File: src/rtl/fetch_stage.sv
// Instruction fetch: PC register, async imem address, IF/ID register; 1-cycle fetch latency.
// Stall holds PC and IF/ID; redirect flushes the slot and overrides stall/halt.
module fetch_stage #(
  parameter int                  ADDR_WIDTH  = 8,
  parameter int                  DATA_WIDTH  = 16,
  parameter logic [ADDR_WIDTH-1:0] RESET_PC  = '0,
  parameter logic [3:0]          HALT_OPCODE = 4'h7
) (
  input  logic                  clk,
  input  logic                  rst,
  output logic [ADDR_WIDTH-1:0] imem_addr,
  input  logic [DATA_WIDTH-1:0] imem_instr,
  input  logic                  stall,
  input  logic                  redirect_valid,
  input  logic [ADDR_WIDTH-1:0] redirect_target,
  output logic                  if_valid,
  output logic [DATA_WIDTH-1:0] if_instr,
  output logic [ADDR_WIDTH-1:0] if_pc,
  output logic [ADDR_WIDTH-1:0] if_pc_next,
  output logic                  halted
);

  typedef enum logic {RUN = 1'b0, HALT = 1'b1} state_t;

  state_t                state;
  logic [ADDR_WIDTH-1:0] pc;
  logic [ADDR_WIDTH-1:0] pc_inc;
  logic                  is_halt;

  assign pc_inc    = pc + 1'b1;
  assign is_halt   = (imem_instr[DATA_WIDTH-1 -: 4] == HALT_OPCODE);
  assign imem_addr = pc;
  assign halted    = (state == HALT);

  always_ff @(posedge clk) begin
    if (rst) begin
      state      <= RUN;
      pc         <= RESET_PC;
      if_valid   <= 1'b0;
      if_instr   <= '0;
      if_pc      <= '0;
      if_pc_next <= '0;
    end else if (redirect_valid) begin
      // wrong-path slot is dropped; if_pc/if_pc_next are don't-care while invalid
      state    <= RUN;
      pc       <= redirect_target;
      if_valid <= 1'b0;
      if_instr <= '0;
    end else if (stall) begin
      state <= state;
    end else if (state == HALT) begin
      if_valid <= 1'b0;
      if_instr <= '0;
    end else begin
      if_valid   <= 1'b1;
      if_instr   <= imem_instr;
      if_pc      <= pc;
      if_pc_next <= pc_inc;
      if (is_halt) begin
        state <= HALT;
      end else begin
        pc <= pc_inc;
      end
    end
  end

endmodule

File: config.mk
export PLATFORM = sky130hd
export DESIGN_NAME = fetch_stage
export DESIGN_NICKNAME = d
export VERILOG_FILES = /design/src/rtl/fetch_stage.sv
export SDC_FILE = /design/constraint.sdc
export NUM_CORES = 1
export LEC_CHECK = 0
export CELL_PAD_IN_SITES_DETAIL_PLACEMENT = 1
export CELL_PAD_IN_SITES_GLOBAL_PLACEMENT = 1
export CORE_UTILIZATION = 32
export DETAILED_ROUTE_END_ITERATION = 8
export GPL_ROUTABILITY_DRIVEN = 1
export PLACE_DENSITY = 0.83
export SYNTH_ARGS = -nofsm -noshare
export SYNTH_HDL_FRONTEND = slang
export SYNTH_SLANG_ARGS = --single-unit
File: constraint.sdc
create_clock -name clk -period 2.07 [get_ports clk]
set_input_delay 0.414 -clock clk [delete_from_list [all_inputs] [get_ports clk]]
set_output_delay 0.414 -clock clk [all_outputs]
set_load 0.005 [all_outputs]
==> results.md <==
* # diodes at 0
* Worst-path clk slew at 0.08 ns
* DIE AREA at 5560 um^2
* Clk_lat worst skew at 0.30 ns
* Crit path max-delay family: buffers and inverters
* Fmax at 0.559 GHz
* Post-synth cell types at 32
* Final setup viols at 0
* Routability cong. at 0.742
* Combinational power share at 15.4%
* Vias per cell at 4.89
* Hold Vio Cnt, Final at 0
* Post-synth net total at 224
* Syn Area/Cell at 8.64 um^2
* Post-route setup TNS at 0 ns
* Post-CTS Setup Bufs at 0
* Routed met3 length at 361 um
* Pleak at 0.924 nW
* Initial antenna violation count at 0
* Die Y at 74.5 um
* Clk sink count at 42
* Setup WS pre-CTS at 0.125 ns
* Wire per inst at 14.3 um
* Detailed-route DRC error count at 0
* Max Cap Viol at 0
* Crit-path cells: clkdlybuf4s50_1
* Startpoint Class: register
* Port buffer count at 69
* Core Region at 5070 um^2
* Routed Antenna Nets at 0
* Layout area overhead at 52.2%
* Routed WL at 4750 um
* Largest net degree at the start of global routing at 25
* Non-Filler Instances at 333
* Via count at 1627
* H-tree Lvls at 2
* R2R Setup Slk at 0.46 ns
* Fillers at 627
* Number of synthesized register bits at 42
* Die width at 74.5 um
* Hold Crit Depth at 2
* Max incr delay on CP at 0.57 ns
* Sequential area share after synthesis at 49.9%
* Initial DRC Count at 48
* Reg2Reg Depth at 5
* Max Transition Viols Final at 0
* GRT overflow at 0
* Hold EP: if_pc[6]$_SDFFE_PP0P_
* CP endpoint kind: primary output
* Async set or reset register ratio after synthesis at 0%
* Max layer used: met4
* Max clock buf depth at 2
* Layout Nets at 291
* Pwr Total at 1.77 mW
* Share of post-route cells with drive strength above 1 at 7.22%
* Cells after Synth at 195
* Number of CTS-inserted buffers at 5
* NetSw at 0.422 mW
* PD cells at 689 nW/um^2
* Initial core utilization at 33.2%
* Worst Path Class, Setup: reg2out
* Finished layout cell area at 2560 um^2
* Clk_skew at 0.00175 ns
* First-pass GRT wire length at 7750 um
* Clock power share at 34.9%
* Maximum vdd drop at 0.337 mV
* Critical hold path startpoint: if_pc[6]$_SDFFE_PP0P_
* Peak fanout along the critical path at 8
* Slew headroom at 75.6%
* DPL Wire Length at 3520 um
* Post-CTS Hold Buffers at 0
* Crit path max-delay cell type: clkdlybuf4s50_1
* Vias in the first global route at 1643
* HP Class: reg2reg
* Crit path DAT at 1.37 ns
* Net Sw Frac at 23.9%
* Metal-1 WL at 2140 um
* FP Rows at 26
* CTS tree: done
* Final setup margin at 0.282 ns
* Area of the multi-input gates at 749 um^2
* Critical Path RT at 1.66 ns
* Number of I/O pins at 70
* Sequential cell area at 841 um^2
* Cell Int Power at 1.34 mW
* CP Buf/Inv Count at 1
* Top_reg_cell synth: dfxtp_1
* Final Core Density at 50.5%
* RSZ-0062 raised after global routing: false
* RR Startpoint: imem_addr[0]$_SDFFE_PP0P_
* Reg2reg end: imem_addr[6]$_SDFFE_PP0P_
* Post-synth EDFFs at 0
* CTS resizes at 0
* Mapped Area at 1680 um^2
* Root buffer selected by CTS: clkbuf_8
* Flop pwr share at 49.7%
* 1st-pass router iterations at 4
* DR WL met2 at 2180 um
* YS warnings at 0
* Status: complete, no violations
* Final worst-path cycle share at 86.4%
* Tmin final at 1.79 ns
* Hold Slack at 0.460 ns
* Worst slew pin tran at 0.365 ns
* Placed Instance Area at 2450 um^2
* Cells after DPL at 325
* GRT Util Overall at 18.6%
[cell type report]
cell class	count	share of cell area, %
Clock buffer	8	4.30
Multi-Input combinational cell	132	29.2
Sequential cell	42	32.8
Timing Repair Buffer	76	29.5
Tap cell	70	3.42
Inverter	5	0.732
[metal layers]
layer  track usage [%]  vias up
met2              30.9       59
li1                  -      803
met5                 0        -
met1              22.1      759
met3              6.91        6
met4              6.29        0
[cells in the mapped netlist, drive strengths merged, types with 4 or more instances]
| master | n | share of area, % |
|---|---|---|
| xnor2 | 7 | 3.6 |
| clkbuf | 11 | 2.6 |
| nand3 | 5 | 1.5 |
| a21oi | 14 | 4.2 |
| nor3 | 4 | 1.5 |
| dfxtp | 42 | 50 |
| inv | 5 | 1.1 |
| nor2 | 32 | 7.1 |
| buf | 5 | 1.9 |
| a211oi | 5 | 2.2 |
| a22oi | 18 | 8.0 |
| nand2 | 22 | 4.9 |
[cell usage in the layout, fill, tap and decap left out, types with 2 or more instances in the layout]
cell type / n
nor2_1: 32
buf_4: 6
nor2b_1: 3
a31oi_1: 2
nand3_1: 5
o21ai_0: 2
a21oi_1: 14
a211oi_1: 5
clkdlybuf4s50_1: 69
or3_1: 2
nor3_1: 3
o21a_1: 3
clkbuf_8: 8
a22oi_1: 18
nand2_1: 22
dfxtp_1: 42
inv_1: 5
xnor2_1: 7
o22ai_1: 2
[worst max path at each step]
stage                           endpoint  depth (start not counted)  slack, ns                      start
6_report                    imem_addr[3]                          1       0.28  imem_addr[3]$_SDFFE_PP0P_
4_1_cts                     imem_addr[3]                          1       0.27  imem_addr[3]$_SDFFE_PP0P_
3_5_place_dp   imem_addr[1]$_SDFFE_PP0P_                          5       0.12                      stall
2_1_floorplan  imem_addr[7]$_SDFFE_PP0P_                          4       0.63             redirect_valid
5_1_grt                     imem_addr[3]                          1       0.21  imem_addr[3]$_SDFFE_PP0P_
3_3_place_gp   imem_addr[7]$_SDFFE_PP0P_                          4       0.15                      stall
[cell families after synthesis]
kind of cell / synth area share (%)
AO/OA/AOI/OAI: 18.9
XOR/XNOR: 4.16
adder cells (fa/ha/maj): 0.743
buffers and inverters: 5.57
flip-flops: 49.9
AND/OR/NAND/NOR: 20.7
[flip-flops by register name, indices dropped and copies added, names as in the netlist]
name        count
if_pc           8
if_pc_next      8
imem_addr       8
halted          1
if_valid        1
if_instr       16
[power groups by stage]
| stage | clock (mW) | sequential, mW | combinational [mW] |
|---|---|---|---|
| global placement | 0 | 0.895 | 0.269 |
| floorplan | 0 | 0.890 | 0.120 |
| detailed placement | 0 | 0.897 | 0.275 |
| global route | 0.660 | 0.883 | 0.301 |
| finish | 0.616 | 0.877 | 0.272 |
| CTS | 0.638 | 0.878 | 0.277 |
(Power assumes the default switching activity.)
